$ cat config.mk
export PLATFORM = sky130hd
export DESIGN_NAME = nibble_serial_adder
export DESIGN_NICKNAME = d
export VERILOG_FILES = /design/src/rtl/nibble_serial_adder.sv
export SDC_FILE = /design/constraint.sdc
export NUM_CORES = 1
export LEC_CHECK = 0
export BUFFER_PORTS_ARGS = -buffer_cell sky130_fd_sc_hd__buf_2
export CORE_MARGIN = 2
export CORE_UTILIZATION = 48
export DETAILED_ROUTE_END_ITERATION = 8
export GPL_TIMING_DRIVEN = 1
export PLACE_DENSITY = 0.73
export SLEW_MARGIN = 10
export SYNTH_ARGS = -nofsm -noshare
export SYNTH_HDL_FRONTEND = slang
export SYNTH_SLANG_ARGS = --single-unit
$ cat constraint.sdc
create_clock -name clk -period 1.41 [get_ports clk]
set_clock_uncertainty 0.05 [all_clocks]
set_input_delay 0.141 -clock clk [delete_from_list [all_inputs] [get_ports clk]]
set_output_delay 0.141 -clock clk [all_outputs]
set_load 0.01 [all_outputs]
$ cat src/rtl/nibble_serial_adder.sv
// Multi-word add sequencer: drives an external 4-bit adder one nibble per clock.
// Optional subtract mode under `NIBBLE_SERIAL_ADDER_SUB_EN` (adds input port sub).
module nibble_serial_adder #(
    parameter int NIBBLES = 4,
    localparam int W = 4 * NIBBLES
) (
    input  logic         clk,
    input  logic         rst_n,
    input  logic         start,
    input  logic [W-1:0] a,
    input  logic [W-1:0] b,
    input  logic         cin,
`ifdef NIBBLE_SERIAL_ADDER_SUB_EN
    input  logic         sub,
`endif
    output logic [3:0]   nib_a,
    output logic [3:0]   nib_b,
    output logic         nib_cin,
    input  logic [3:0]   nib_sum,
    input  logic         nib_cout,
    output logic         busy,
    output logic         done,
    output logic [W-1:0] sum,
    output logic         cout,
    output logic         zero,
    output logic         overflow
);

    localparam int CW = (NIBBLES > 1) ? $clog2(NIBBLES) : 1;

    typedef enum logic [1:0] {IDLE, RUN, DONE} state_t;

    state_t         state, state_nx;
    logic [W-1:0]   opa, opb, res, res_nx, b_eff;
    logic           carry, cin_eff, a_msb, b_msb, last;
    logic [CW-1:0]  cnt;

`ifdef NIBBLE_SERIAL_ADDER_SUB_EN
    assign b_eff   = sub ? ~b : b;
    assign cin_eff = sub ? 1'b1 : cin;
`else
    assign b_eff   = b;
    assign cin_eff = cin;
`endif

    assign last   = (cnt == CW'(NIBBLES - 1));
    assign res_nx = {nib_sum, res[W-1:4]};

    always_ff @(posedge clk or negedge rst_n) begin
        if (!rst_n) state <= IDLE;
        else        state <= state_nx;
    end

    always_comb begin
        state_nx = state;
        case (state)
            IDLE:    if (start) state_nx = RUN;
            RUN:     if (last)  state_nx = DONE;
            DONE:    state_nx = IDLE;
            default: state_nx = IDLE;
        endcase
    end

    // Operand MSBs are kept aside because the operand registers shift away during RUN.
    always_ff @(posedge clk or negedge rst_n) begin
        if (!rst_n) begin
            opa      <= '0;
            opb      <= '0;
            res      <= '0;
            carry    <= 1'b0;
            cnt      <= '0;
            a_msb    <= 1'b0;
            b_msb    <= 1'b0;
            sum      <= '0;
            cout     <= 1'b0;
            zero     <= 1'b0;
            overflow <= 1'b0;
        end else begin
            case (state)
                IDLE: begin
                    if (start) begin
                        opa   <= a;
                        opb   <= b_eff;
                        carry <= cin_eff;
                        cnt   <= '0;
                        a_msb <= a[W-1];
                        b_msb <= b_eff[W-1];
                    end
                end
                RUN: begin
                    res   <= res_nx;
                    carry <= nib_cout;
                    opa   <= {4'b0000, opa[W-1:4]};
                    opb   <= {4'b0000, opb[W-1:4]};
                    cnt   <= cnt + CW'(1);
                    if (last) begin
                        sum      <= res_nx;
                        cout     <= nib_cout;
                        zero     <= (res_nx == '0);
                        overflow <= (a_msb == b_msb) && (nib_sum[3] != a_msb);
                    end
                end
                default: ;
            endcase
        end
    end

    assign busy    = (state == RUN);
    assign done    = (state == DONE);
    assign nib_a   = busy ? opa[3:0] : 4'b0000;
    assign nib_b   = busy ? opb[3:0] : 4'b0000;
    assign nib_cin = busy & carry;

endmodule

==> impl_metrics.toml <==
[place]
dp_hpwl_um = 3900
place_ws_ps = -28.22
place_congestion = 0.7718
placed_cells = 398
numPortBuffers = 70
place_area_sq_um = 3478

[detailed_routing]
drt_iter0_drc = 104
via_per_inst = 5.127
wl_um = 6834
ant_nets = 0
dr.pass1.iters = 4
route.detailed.drc = 0
post_drt_wl_per_cell_um = 15.22
vias = 2302

[worst_setup_path]
r2r_slack_ps = -80
reg2reg_depth = 8
startpoint_type = "register"
slowest_delay_ps = 390
setup.worst_path.end = "nib_a[3]"
criticalPathCategory = "reg -> out"
r2r_start = "state[1]"
crit_fanout = 7
cp.arrival_ps = 1320
cp.required_ps = 1220
slowest_stage = "dfrtp_1"
regToRegEndpoint = "opb[7]"
cp-end-kind = "output port"
startpoint = "state[1]"
crit_chain = "nand2b_4 -> inv_6 -> buf_12 -> and2_4 -> buf_6"

[floorplan]
die-area_sq_um = 6834
initial_core_util_pct = 49.87
fp.coreArea_sq_um = 5956
die_x_um = 82.67
die_h_um = 82.67
io_pins = 71
fp-row-count = 28

[timing]
hold_ws_ps = 21.43
worstMarginPinSlew_ps = 450.6
rsz0062_at_grt = "true"
setup_slack_ps = -104.7
max_freq_ghz = 0.6602
hold_viol = 0
fin_setup_tns_ps = -2017
drv_slew = 0
min_period_over_period_pct = 107.4
relSlewSlack_pct = 69.96
min_period_ps = 1515
setup_viol = 33

[clock_network]
clockBufferDepth = 2
cts_tree = "yes"
clkSlewWorstSetupHoldPaths_ps = 70
htree_levels = 3
clkSinkCount = 70
clock_latency_ps = 330
root_buffer = "clkbuf_8"
cts_buffers = 9

[job]
maxCapViolCount = 0

[global_route]
gr-usage-met2_pct = 30.24
grt_pass1_vias = 2130
top_usage_layer = "met2"
grtUsageMet1_pct = 25.93
grt_max_degree = 61
grt_overflow = 0
grt_pass1_wl_um = 9894
use_met3_pct = 6.413
antenna_found_initial = 0
grt_usage_pct = 19.54

[logic_synthesis]
synthDistinctLibCells = 25
ys_seq_elements = 70
netlist_area_sq_um = 2970
synth_nets = 299
synth_ff_type = "dfrtp_1"
syn_avg_cell_area_sq_um = 11.56
yosysSeqAreaShare_pct = 58.97
ys_warn_count = 0
ys_async_sr_fraction_pct = 100.0
syn_inst = 257
synth-edff-count = 0

[finish]
design_area_sq_um = 4267
final_nets = 411
final_cell_mix = "69 x dfrtp_1, 63 x nand2_1, 61 x buf_2, 24 x mux2i_1"
final_common_cell = "dfrtp_1"
area_growth_syn_to_layout_pct = 43.64
layout-drive-gt1-share_pct = 41.44
finalNonFillerCells = 449
final_util_pct = 71.64
n_antenna_cell = 0

[min_path]
holdCritStartpoint = "b[8]"
hold_class = "in -> reg"

[power]
p_total_mw = 10.20
power_density_nw_per_um2 = 2391
ir_drop_mv = 1.178
p_leak_nw = 2.147

[outcome]
violations = "negative setup slack"
status = "complete, but fails checks"
-- cells by family (layout without fill, tap and decap cells) --
logic type                 after synthesis  in the layout  share of synthesized area, %
AOI/OAI and AO/OA                       40             40                         8.046
adders and majority gates                1              1                        0.4212
muxes                                   44             44                         15.63
buffers and inverters                   18            135                         4.549
DFF                                     70             70                         58.97
and+or+nand+nor                         84             84                         12.38
-- how the worst min path moves through the flow --
stage	slack [ps]	end	cells past startpoint
finish	20	opb[8]	3
CTS	5	opa[15]	2
global placement	50	opa[10]	1
floorplan	-200	a_msb	0
global route	20	opa[15]	2
detailed placement	60	opa[14]	1
-- state kept, by name (all words and copies together) (netlist names) --
| name | cells |
|---|---|
| b_msb | 1 |
| a_msb | 1 |
| overflow | 1 |
| zero | 1 |
| sum | 16 |
| carry | 1 |
| opb | 16 |
| opa | 16 |
| res | 12 |
| state | 2 |
| cnt | 2 |
| cout | 1 |
-- critical path: cells and delay by family, from the launching register on --
family                 cells  cell delay (ps)
buffers and inverters      3              300
DFF                        1              390
and+or+nand+nor            2              300
-- power breakdown --
| group | internal, mW | switching (mW) | leakage, nW |
|---|---|---|---|
| logic | 2.72 | 2.10 | 1.16 |
| clock network | 1.18 | 0.702 | 0.115 |
| registers | 2.93 | 0.575 | 0.871 |
| total | 6.83 | 3.37 | 2.15 |
-- synthesized netlist by cell type (all sizes together), types with 2 or more instances --
cell type  number  area [sq um]
mux2i          25         250.2
buf            13         113.9
and2            9         56.30
mux2           19         214.0
nor4            4         25.02
nand2          64         240.2
o21bai          2         15.01
clkbuf          3         11.26
a22o            9         78.83
o21ai          28         140.1
dfrtp          70          1752
inv             2         10.01
-- metal layers --
layer  vias to the layer above  routed length (um)
met3                         8                 280
met2                        56                3435
met1                      1132                3034
met4                         0                  83
li1                       1106                   -
met5                         -                   0
-- repair_timing --
item,4_1_cts,5_1_grt
hold endpoints to repair,24,0
setup buffers,11,8
hold buffers,12,0
gates resized for setup,14,34
gates cloned,1,5
pin swaps,5,10
setup endpoints to repair,29,38
-- layout make-up --
| cell class | instances | area, sq um |
|---|---|---|
| clock buffer | 12 | 135.1 |
| clock inverter | 4 | 95.09 |
| fill | 409 | 1689 |
| inverter | 2 | 12.51 |
| multi-input combinational | 169 | 1164 |
| sequential | 70 | 1753 |
| tap | 75 | 93.84 |
| timing repair buffer | 117 | 1013 |
(Power assumes the default switching activity.)
